<file path="config.mk">
export PLATFORM = sky130hd
export DESIGN_NAME = better_half_adder_4bit
export DESIGN_NICKNAME = d
export VERILOG_FILES = /design/src/rtl/better_half_adder_4bit.sv
export SDC_FILE = /design/constraint.sdc
export NUM_CORES = 1
export LEC_CHECK = 0
export ABC_AREA = 1
export CORE_AREA = 10 10 47 49
export DETAILED_ROUTE_END_ITERATION = 16
export DIE_AREA = 0 0 57 59
export GPL_TIMING_DRIVEN = 0
export PLACE_DENSITY = 0.44
export SYNTH_ARGS = -nofsm -noshare
export SYNTH_HDL_FRONTEND = slang
export SYNTH_SLANG_ARGS = --single-unit
</file>
<file path="constraint.sdc">
create_clock -name clk -period 2.7 [get_ports clk]
set_clock_uncertainty 0.1 [all_clocks]
set_input_delay 0.54 -clock clk [delete_from_list [all_inputs] [get_ports clk]]
set_output_delay 0.54 -clock clk [all_outputs]
set_load 0.02 [all_outputs]
</file>
<file path="src/rtl/better_half_adder_4bit.sv">
`default_nettype none
// ============================================================================
//  Module      : better_half_adder_4bit
//  Description : Unsigned WIDTH-bit ripple-carry adder, no carry-in.
//                Bit 0 is a half adder; bits 1..WIDTH-1 are carry-propagating
//                slices (two half adders plus an OR). {cout, s} = a + b.
//                The result is optionally registered (OUT_REG = 1, latency 1).
//  Revision    : 1.0  initial release
// ============================================================================
module better_half_adder_4bit #(
  parameter int WIDTH   = 4,
  parameter bit OUT_REG = 1'b1
) (
  input  logic             clk,
  input  logic             rst,
  input  logic [WIDTH-1:0] a_i,
  input  logic [WIDTH-1:0] b_i,
  output logic [WIDTH-1:0] s_o,
  output logic             cout_o
);

  // Per-bit propagate / generate and the ripple carry chain.
  // w_c[0] is tied low, so slice 0 degenerates into a plain half adder.
  logic [WIDTH-1:0] w_p;
  logic [WIDTH-1:0] w_g;
  logic [WIDTH:0]   w_c;
  logic [WIDTH-1:0] w_sum;

  assign w_c[0] = 1'b0;

  // Explicit slice-by-slice ripple so the carry walks through every bit
  // exactly as a gate-level adder would (e.g. 1111 + 0001 toggles all bits).
  generate
    for (genvar i = 0; i < WIDTH; i++) begin : g_slice
      // First half adder: operand bits.
      assign w_p[i] = a_i[i] ^ b_i[i];
      assign w_g[i] = a_i[i] & b_i[i];
      // Second half adder combines with incoming carry; OR merges the two
      // carry sources (they can never both be high).
      assign w_sum[i]  = w_p[i] ^ w_c[i];
      assign w_c[i+1]  = w_g[i] | (w_p[i] & w_c[i]);
    end
  endgenerate

  generate
    if (OUT_REG) begin : g_out_reg
      logic [WIDTH-1:0] s_q;
      logic [WIDTH-1:0] s_d;
      logic             cout_q;
      logic             cout_d;

      assign s_d    = w_sum;
      assign cout_d = w_c[WIDTH];

      // Output register: cleared by synchronous reset, else loads the sum.
      always_ff @(posedge clk) begin
        if (rst) begin
          s_q    <= '0;
          cout_q <= 1'b0;
        end else begin
          s_q    <= s_d;
          cout_q <= cout_d;
        end
      end

      assign s_o    = s_q;
      assign cout_o = cout_q;
    end else begin : g_out_comb
      // clk and rst stay on the port list for a uniform interface only.
      logic w_unused_ok;
      assign w_unused_ok = &{1'b0, clk, rst};

      assign s_o    = w_sum;
      assign cout_o = w_c[WIDTH];
    end
  endgenerate

endmodule
`default_nettype wire

</file>
==> flow_summary.yaml <==
run_status:
  status: "complete, no violations"
clock_tree:
  htreeDepth: 1
  root_buffer: "clkbuf_4"
  hold_buffers: 0
  cts_sinks: 5
  cts_buffer_depth: 2
  cts_resized: 0
  clkTransAtPathRegs_ns: 0.04
  cts_tree: "yes"
  post_cts_buffers: 0
  cts_buffers: 3
synthesis:
  yosys_most_used_dff: "dfxtp_1"
  synth_area_leaders: "dfxtp_1 47%, fa_1 28%, inv_1 11%, nor2_1 8.8%, ha_1 5.8%"
  synth_top_area_share_pct: 46.8
  syn_area_um2: 214
  synth_nets: 34
  yosysMostFrequentCell: "inv_1"
  synth_edf_count: 0
  postSynthAreaPerCell_um2: 10.7
  yosys_warnings: 0
  yosysTopAreaCell: "dfxtp_1"
  ys_seq_area_share_pct: 46.8
  synth-seq-cells: 5
  synth_cell_types: 5
  synthCells: 20
  synth-async-reset-ratio_pct: 0
  synth_top_cells_by_count: "6 x inv_1, 5 x dfxtp_1, 5 x nor2_1"
routing:
  vias: 172
  wl_per_cell_um: 9.17
  viasPerCell: 3.19
  wl_um: 495
  ant_nets: 0
  dr.first_iter.drc_count: 0
  route.detailed.drc: 0
  firstDrtPassIters: 1
grt:
  antenna_found_initial: 0
  grt_pass1_vias: 203
  grt_overflow: 0
  grtUsageTotal_pct: 2.86
  grt_max_degree: 6
  grt_pass1_wl_um: 745
critical_path:
  crit_path_end: "s_o[3]"
  worstSetupPathType: "in -> reg"
  cp_top_family: "adder cells"
  path_common_cell: "fa_1"
  cp_cell_sequence: "clkdlybuf4s50_1, ha_1, fa_1, fa_1, inv_1, fa_1, nor2_1"
  crit_cells: 7
  slowest_stage: "clkdlybuf4s50_1"
  path_max_fanout: 1
  crit_buf_inv: 2
  crit_arrival_ns: 2.49
  endpoint_kind: "flip-flop"
  cp_slowest_stage_delay_ns: 0.40
  startpoint_type: "input pin"
  cp_data_required_time_ns: 2.77
  setup.worst_path.start: "a_i[0]"
sta:
  max_freq_mhz: 414
  rsz0062_at_grt: "false"
  holdWs_ns: 0.826
  slew_headroom_pct: 85.2
  setup_tns_ns: 0
  worst_pin_slew_ns: 0.222
  slew_violations: 0
  final.min_clock_period_ns: 2.42
  fin_crit_sh_pct: 89.6
  final-setup-viol-count: 0
  hold_viol_final: 0
cells_and_area:
  syn_to_final_growth_pct: 87.1
  antenna_cells: 0
  multi_input_area_um2: 91.3
  fill_cells: 158
  fin_nets: 53
  seq_area_um2: 100
  drive_above_1_share_pct: 7.89
floorplan:
  dieHeight_um: 59
  fp.dieArea_um2: 3360
  fp.coreArea_um2: 1400
  die_w_um: 57
  ios: 15
  start_util_pct: 15.3
  rows: 14
place:
  port_buffers: 14
  dp_hpwl_um: 470
  place_congestion: 0.594
power:
  ir_worst_vdd_mv: 0.109
  power_leakage_nw: 0.182
  p_per_area_nw_per_um2: 551
flow_run:
  maxCapViolations: 0
hold_path:
  hp-class: "in -> reg"
## worst min path at each step
stage               startpoint     end  cells past startpoint
floorplan                  rst  cout_o                      1
global placement           rst  s_o[3]                      2
detailed placement         rst  cout_o                      2
CTS                        rst  cout_o                      2
global route               rst  s_o[3]                      2
finish                     rst  cout_o                      2
## power breakdown
group / total (W) / internal (W) / switching [W]
Clock: 0.0000821 / 0.0000556 / 0.0000265
Combinational: 0.0000551 / 0.0000309 / 0.0000242
Sequential: 0.0000835 / 0.0000818 / 0.00000168
Total: 0.000221 / 0.000168 / 0.0000524
## cells by family (layout without fill, tap and decap cells)
logic type,Yosys count,after routing,share of synthesized area [%]
buffers and inverters,6,24,10.5
flip-flops,5,5,46.8
AND/OR/NAND/NOR,5,5,8.77
adder cells (fa/ha/maj),4,4,33.9
## per-stage QoR
step / cell area, um^2 / utilization [%] / worst slack (ns) / total power, W / instances
2_1_floorplan: 214 / - / 0.534 / 0.000108 / 20
4_1_cts: 400 / 28.6 / 0.260 / 0.000228 / 54
3_3_place_gp: 374 / 26.7 / 0.0511 / 0.000140 / 50
5_1_grt: 400 / 28.6 / 0.195 / 0.000233 / 54
3_5_place_dp: 374 / 26.7 / 0.0173 / 0.000141 / 50
6_report: 400 / 28.6 / 0.282 / 0.000221 / 54
## flip-flops by register name (all words and copies together), names as in the netlist
register,cells
s_o,4
cout_o,1
## cell type report
type / instances / share of cell area (%)
flip-flops and latches: 5 / 25.0
multi-input cells: 9 / 22.8
clock buffers: 4 / 6.56
repair buffers: 14 / 35.0
well taps: 16 / 5.00
inverters: 6 / 5.62
## cell usage in the layout, fill, tap and decap left out
cell / instances
nor2_1: 5
ha_1: 1
clkdlybuf4s50_1: 14
fa_1: 3
inv_1: 6
clkbuf_4: 3
clkbuf_1: 1
dfxtp_1: 5
## per-layer routing
layer | routed length [um] | GRT usage [%] | vias up
met5 | 0 | 0 | -
met4 | 0 | 4.03 | 0
met3 | 116 | 2.58 | 0
met2 | 190 | 3.57 | 14
met1 | 189 | 2.27 | 68
li1 | - | - | 90
No activity file was read; power rests on OpenSTA's default activity.
